===== src/rtl/streebog_msg_pad.sv =====
`default_nettype none
// ==========================================================================
// Module   : streebog_msg_pad
// Function : 64-bit word stream to 512-bit Streebog blocks with GOST padding
// Revision : 1.0
// ==========================================================================
module streebog_msg_pad #(
  parameter int WORD_W = 64,
  parameter int BLK_W  = 512
) (
  input  logic              clk,
  input  logic              rst,
  input  logic              in_valid,
  output logic              in_ready,
  input  logic [WORD_W-1:0] in_data,
  input  logic              in_last,
  input  logic [3:0]        in_nbytes,
  output logic              blk_valid,
  input  logic              blk_ready,
  output logic [BLK_W-1:0]  blk_data,
  output logic [9:0]        blk_nbits,
  output logic              blk_last
);

  typedef enum logic [1:0] {
    S_FILL     = 2'd0,
    S_EMIT     = 2'd1,
    S_EMIT_PAD = 2'd2
  } state_t;

  localparam logic [BLK_W-1:0] C_PAD_BLK  = {{(BLK_W-1){1'b0}}, 1'b1};
  localparam logic [9:0]       C_FULL_BIT = 10'd512;

  state_t              r_state;
  logic [BLK_W-1:0]    r_buf;
  logic [2:0]          r_widx;
  logic [6:0]          r_bcnt;
  logic                r_pad_pending;
  logic [9:0]          r_nbits;
  logic                r_last;

  state_t              w_state_nxt;
  logic [BLK_W-1:0]    w_buf_nxt;
  logic [2:0]          w_widx_nxt;
  logic [6:0]          w_bcnt_nxt;
  logic                w_pad_nxt;
  logic [9:0]          w_nbits_nxt;
  logic                w_last_nxt;

  logic [3:0]          w_nb;
  logic [WORD_W-1:0]   w_word;
  logic [6:0]          w_bcnt_sum;
  logic                w_in_hs;
  logic                w_blk_hs;

  assign in_ready  = (r_state == S_FILL) & ~rst;
  assign blk_valid = (r_state != S_FILL);
  assign blk_data  = r_buf;
  assign blk_nbits = r_nbits;
  assign blk_last  = r_last;

  assign w_in_hs  = in_valid & in_ready;
  assign w_blk_hs = blk_valid & blk_ready;

  // Byte count of this word: always 8 unless it closes the message.
  always_comb begin
    w_nb = 4'd8;
    if (in_last && (in_nbytes < 4'd8)) begin
      w_nb = in_nbytes;
    end
  end

  assign w_bcnt_sum = r_bcnt + {3'b000, w_nb};

  genvar k;
  generate
    for (k = 0; k < 8; k++) begin : g_mask
      assign w_word[8*k +: 8] = (w_nb > 4'(k)) ? in_data[8*k +: 8] : 8'h00;
    end
  endgenerate

  always_comb begin
    w_state_nxt = r_state;
    w_buf_nxt   = r_buf;
    w_widx_nxt  = r_widx;
    w_bcnt_nxt  = r_bcnt;
    w_pad_nxt   = r_pad_pending;
    w_nbits_nxt = r_nbits;
    w_last_nxt  = r_last;
    case (r_state)
      S_FILL: begin
        if (w_in_hs) begin
          w_buf_nxt[{r_widx, 6'b000000} +: WORD_W] = w_word;
          w_bcnt_nxt = w_bcnt_sum;
          w_widx_nxt = r_widx + 3'd1;
          if (in_last) begin
            w_state_nxt = S_EMIT;
            if (w_bcnt_sum[6]) begin
              // Exactly 64 bytes: the marker needs a block of its own.
              w_nbits_nxt = C_FULL_BIT;
              w_last_nxt  = 1'b0;
              w_pad_nxt   = 1'b1;
            end else begin
              w_buf_nxt[{w_bcnt_sum[5:0], 3'b000} +: 8] = 8'h01;
              w_nbits_nxt = {w_bcnt_sum, 3'b000};
              w_last_nxt  = 1'b1;
            end
          end else if (r_widx == 3'd7) begin
            w_state_nxt = S_EMIT;
            w_nbits_nxt = C_FULL_BIT;
            w_last_nxt  = 1'b0;
          end
        end
      end
      S_EMIT: begin
        if (w_blk_hs) begin
          if (r_pad_pending) begin
            w_state_nxt = S_EMIT_PAD;
            w_pad_nxt   = 1'b0;
            w_buf_nxt   = C_PAD_BLK;
            w_nbits_nxt = 10'd0;
            w_last_nxt  = 1'b1;
          end else begin
            w_state_nxt = S_FILL;
            w_buf_nxt   = '0;
            w_widx_nxt  = 3'd0;
            w_bcnt_nxt  = 7'd0;
            w_nbits_nxt = 10'd0;
            w_last_nxt  = 1'b0;
          end
        end
      end
      S_EMIT_PAD: begin
        if (w_blk_hs) begin
          w_state_nxt = S_FILL;
          w_buf_nxt   = '0;
          w_widx_nxt  = 3'd0;
          w_bcnt_nxt  = 7'd0;
          w_nbits_nxt = 10'd0;
          w_last_nxt  = 1'b0;
        end
      end
      default: begin
        w_state_nxt = S_FILL;
      end
    endcase
  end

  always_ff @(posedge clk) begin
    if (rst) begin
      r_state       <= S_FILL;
      r_buf         <= '0;
      r_widx        <= 3'd0;
      r_bcnt        <= 7'd0;
      r_pad_pending <= 1'b0;
      r_nbits       <= 10'd0;
      r_last        <= 1'b0;
    end else begin
      r_state       <= w_state_nxt;
      r_buf         <= w_buf_nxt;
      r_widx        <= w_widx_nxt;
      r_bcnt        <= w_bcnt_nxt;
      r_pad_pending <= w_pad_nxt;
      r_nbits       <= w_nbits_nxt;
      r_last        <= w_last_nxt;
    end
  end

endmodule
`default_nettype wire

===== config.mk =====
export PLATFORM = sky130hd
export DESIGN_NAME = streebog_msg_pad
export DESIGN_NICKNAME = d
export VERILOG_FILES = /design/src/rtl/streebog_msg_pad.sv
export SDC_FILE = /design/constraint.sdc
export NUM_CORES = 1
export LEC_CHECK = 0
export BUFFER_PORTS_ARGS = -buffer_cell sky130_fd_sc_hd__buf_2
export CORE_AREA = 2 2 233 235
export CTS_BUF_LIST = sky130_fd_sc_hd__clkbuf_2 sky130_fd_sc_hd__clkbuf_4 sky130_fd_sc_hd__clkbuf_8
export DETAILED_ROUTE_END_ITERATION = 10
export DIE_AREA = 0 0 235 237
export PLACE_DENSITY = 0.67
export RECOVER_POWER = 100
export SLEW_MARGIN = 20
export SYNTH_ARGS = -nofsm -noshare
export SYNTH_HDL_FRONTEND = slang
export SYNTH_SLANG_ARGS = --single-unit

===== constraint.sdc =====
create_clock -name clk -period 5.19 [get_ports clk]
set_input_delay 0.7785 -clock clk [delete_from_list [all_inputs] [get_ports clk]]
set_output_delay 0.7785 -clock clk [all_outputs]
set_load 0.005 [all_outputs]

==> Flow_metrics.wiki <==
{| class="wikitable"
! Metric !! Value
|-
| Run status || finished, violations left
|-
| Violated checks || max-capacitance violations, max-slew violations
|-
| Clock slew seen by the registers of the worst setup and hold paths || 0.06 ns
|-
| Pre-antenna DRT Iters || 8
|-
| Number of hold buffers added after CTS || 0
|-
| Critical Setup Path Class || input port to flip-flop
|-
| Initial Util || 36.9%
|-
| Launching element of the worst setup path || in_last
|-
| Post-placement cell count || 3253
|-
| Maximum level of the CTS H-tree || 3
|-
| Synthesized instance count || 1996
|-
| Input/output buffers || 594
|-
| Synth Flop Type || sky130_fd_sc_hd__dfxtp_1
|-
| Min-Delay Endpoint || blk_data[100]
|-
| Net load switching power || 2.66 mW
|-
| Clock tree from TritonCTS || yes
|-
| Endpoint kind of the worst setup timing path || flip-flop
|-
| Total Die Area || roughly 0.056 mm^2
|-
| Post-layout net count || 2737
|-
| Clk buf depth || 3
|-
| Count of synthesis-stage warnings from yosys || 0
|-
| Initial antenna violation count || 5
|-
| Yosys reg bits || 533
|-
| IR drop worst, VDD || 0.228 mV
|-
| Drt drc || 0
|-
| I/O Pins || 598
|-
| Share of final-layout standard cells stronger than drive strength 1 || 17.7%
|-
| HPWL reported at the end of detailed placement || 63500 um
|-
| Switching part of the total || 27.1%
|-
| Setup TNS || 0 ns
|-
| Share of total power in sequential cells || 42.9%
|-
| Final Routed Wirelength || 85800 um
|-
| Data arrival time of the worst path || between 5 and 6 ns
|-
| Routed via count || 19671
|-
| Area of combinational cells with multiple inputs || about 0.0085 mm^2
|-
| Unrepaired setup endpoints after global routing || no
|-
| Share of synthesized registers carrying an async set or reset || 0%
|-
| Fmax || about 220 MHz
|-
| Number of enable-type register cells in the synthesized netlist || 0
|-
| Post-Syn Area || 0.0196 mm^2
|-
| Overall power || 9.82 mW
|-
| Vias/cell || approximately 5.8
|-
| CTS-repair resized insts || 0
|-
| Iteration-0 DRC Markers || 1595
|-
| Rows || 85
|-
| Pin count of the biggest net entering global routing || 134
|-
| Sequential-to-total area share from yosys stat || approximately 54%
|-
| Clock insertion delay at the later pin of the skew report || 0.67 ns
|-
| Total routing resource utilization after global routing || a little under 30%
|-
| Core Region || 0.0533 mm^2
|-
| Number of max-cap violations || 1
|-
| Final worst path period need || around 4.6 ns
|-
| Final weighted congestion in routability-driven placement || 0.913
|-
| Area occupied by registers || 0.0107 mm^2
|-
| Max transition margin || -21.2%
|-
| Final slew viol count || 23
|-
| Buffer type at the clock tree root || sky130_fd_sc_hd__clkbuf_8
|-
| Die height || 237 um
|-
| Post-synthesis to final-layout area growth || 28.2%
|-
| Global-route wire length before repair || about 120000 um
|-
| Cell Int Power || 7.16 mW
|-
| Data required time at the worst endpoint || between 5 and 6 ns
|-
| Setup violation total in the final timing report || 0
|-
| Power share of the combinational group || 11.3%
|-
| Count of filler cells inserted in the layout || just over 5000
|-
| Setup Fix Bufs, Post-CTS || 0
|-
| Sort of element at the start of the critical path || input port
|-
| Aggregate global routing overflow || 0
|-
| Critical R2R Capture || blk_data[388]
|-
| Count of non-filler cells in the finished layout || 3414
|-
| Via count of the first global-routing pass || 18940
|-
| Final Cycle Share || around nine tenths
|-
| Die Wd || 235 um
|-
| Biggest area contributors in the synthesized netlist || sky130_fd_sc_hd__dfxtp_1, sky130_fd_sc_hd__o2bb2ai_1, sky130_fd_sc_hd__a22o_1
|-
| Setup slack of the worst register-to-register path || approximately 0.7 ns
|-
| Path depth of the worst reg2reg path || 9
|-
| Wirelength per Cell || between 20 and 30 um
|-
| Leakage power || between 9 and 10 nW
|-
| Clk sinks || 533
|-
| HP Class || input port to flip-flop
|-
| Slew at the pin with the worst max-slew slack || 1.81 ns
|-
| Power density of the placed cells || 390 mW/mm^2
|-
| Clock share of power || 45.8%
|-
| Worst hold path startpoint || in_data[36]
|-
| Worst hold path stage count || 2
|-
| Max Clock Skew || 0.0387 ns
|-
| Area share of the leading cell type in the synthesized netlist || 54.3%
|-
| Final-report hold violation count || 0
|-
| Remaining number of nets flagged by the antenna check after routing || 0
|-
| Worst R2R Start || r_state[1]
|-
| Library cell occupying the most area in the post-synthesis netlist || sky130_fd_sc_hd__dfxtp_1
|-
| Highest net fanout along the worst path || 12
|-
| Most repeated cell in the gate-level netlist after synthesis || sky130_fd_sc_hd__dfxtp_1
|-
| Ranking of synthesized cells by instance count || sky130_fd_sc_hd__dfxtp_1, sky130_fd_sc_hd__nand2_1, sky130_fd_sc_hd__nor2_1
|-
| Post-Syn Area per Cell || 9.84 um^2
|-
| CTS Buf Count || 88
|-
| Netlist cell types || 70
|}
layout make-up:
class / count / share of cell area, %
Antenna cell: 1 / 0.00994
Clock buffer: 139 / 7.08
Clock inverter: 21 / 1.54
Inverter: 30 / 0.447
Multi-Input combinational cell: 1356 / 33.6
Sequential cell: 533 / 42.4
Tap cell: 696 / 3.46
Timing Repair Buffer: 638 / 11.5
registers in the layout, indices dropped and copies added (netlist names):
signal and count:
blk_data 512, blk_last 1, blk_nbits 7, r_bcnt 7, r_pad_pending 1, r_state 2, r_widx 3
worst max path at each step:
stage	end	slack [ns]	cells past startpoint
3_5_place_dp	blk_data[35]	0.42	16
6_report	blk_data[486]	0.56	14
4_1_cts	blk_data[17]	0.89	9
5_1_grt	blk_data[482]	0.34	14
2_1_floorplan	blk_data[449]	1.13	15
3_3_place_gp	blk_data[22]	0.46	16
kinds of logic (layout without fill, tap and decap cells):
family          count (synthesis)  in the layout  synth area share [%]
flops                         533            533                  54.3
mux                             6              6                 0.319
xor+xnor                        7              7                 0.350
buf+inv                       109            828                  2.37
compound gates                730            730                  28.2
simple gates                  593            593                  13.3
other cells                     1              4                0.0191
fa+ha+maj                      17             17                  1.12
cell usage in the layout (no fill, tap or decap), types with 18 or more instances in the layout:
master | Yosys | routed
sky130_fd_sc_hd__nor3_1 | 80 | 83
sky130_fd_sc_hd__a22o_1 | 171 | 171
sky130_fd_sc_hd__a31oi_1 | 33 | 39
sky130_fd_sc_hd__inv_1 | 30 | 30
sky130_fd_sc_hd__buf_2 | 9 | 258
sky130_fd_sc_hd__clkbuf_8 | 0 | 118
sky130_fd_sc_hd__a21oi_1 | 80 | 81
sky130_fd_sc_hd__o21ai_0 | 108 | 111
sky130_fd_sc_hd__nand3_1 | 21 | 21
sky130_fd_sc_hd__dfxtp_1 | 533 | 533
sky130_fd_sc_hd__o2bb2ai_1 | 176 | 176
sky130_fd_sc_hd__clkbuf_4 | 0 | 21
sky130_fd_sc_hd__clkbuf_1 | 50 | 332
sky130_fd_sc_hd__a22oi_1 | 18 | 18
sky130_fd_sc_hd__nand2_1 | 225 | 225
sky130_fd_sc_hd__nor2_1 | 182 | 182
sky130_fd_sc_hd__buf_4 | 6 | 40
metal layers:
| metal | wire length (um) | share of wire [%] | global-route usage (%) | vias up |
|---|---|---|---|---|
| li1 | - | - | - | 8805 |
| met1 | 34700 | 40 | 36.2 | 9512 |
| met2 | 38900 | 45 | 46.2 | 1088 |
| met3 | 7820 | 9.1 | 8.10 | 258 |
| met4 | 4410 | 5.1 | 15.6 | 8 |
| met5 | 60 | 0.070 | 0 | - |
per-stage QoR:
| step | hold WS (ns) | util (%) | instance area [um^2] | worst slack, ns |
|---|---|---|---|---|
| floorplan | 0.449 | - | 19600 | 1.13 |
| global placement | 0.429 | 44.2 | 23500 | 0.464 |
| detailed placement | 0.438 | 44.2 | 23500 | 0.423 |
| CTS | 0.313 | 48.2 | 25700 | 0.889 |
| global route | 0.350 | 47.3 | 25200 | 0.338 |
| finish | 0.382 | 47.3 | 25200 | 0.559 |
power groups by stage:
stage	Combinational [mW]	Sequential, mW	Clock [mW]
6_report	1.11	4.21	4.50
5_1_grt	1.18	4.21	4.74
4_1_cts	1.11	4.21	4.55
3_5_place_dp	1.11	4.29	0
3_3_place_gp	1.09	4.29	0
2_1_floorplan	0.615	4.29	0
critical path, cell delays in order:
cell	delay, ns
sky130_fd_sc_hd__clkbuf_1	0.18
sky130_fd_sc_hd__nor2b_1	0.23
sky130_fd_sc_hd__and2_0	0.18
sky130_fd_sc_hd__ha_1	0.19
sky130_fd_sc_hd__inv_1	0.07
sky130_fd_sc_hd__fa_1	0.45
sky130_fd_sc_hd__xor2_1	0.52
sky130_fd_sc_hd__nand2_1	0.21
sky130_fd_sc_hd__a21oi_1	0.30
sky130_fd_sc_hd__and3_1	0.23
sky130_fd_sc_hd__o21ai_0	0.17
sky130_fd_sc_hd__clkbuf_1	0.33
sky130_fd_sc_hd__o21ai_0	1.09
sky130_fd_sc_hd__o2bb2ai_1	0.17
No activity file was read; power rests on OpenSTA's default activity.
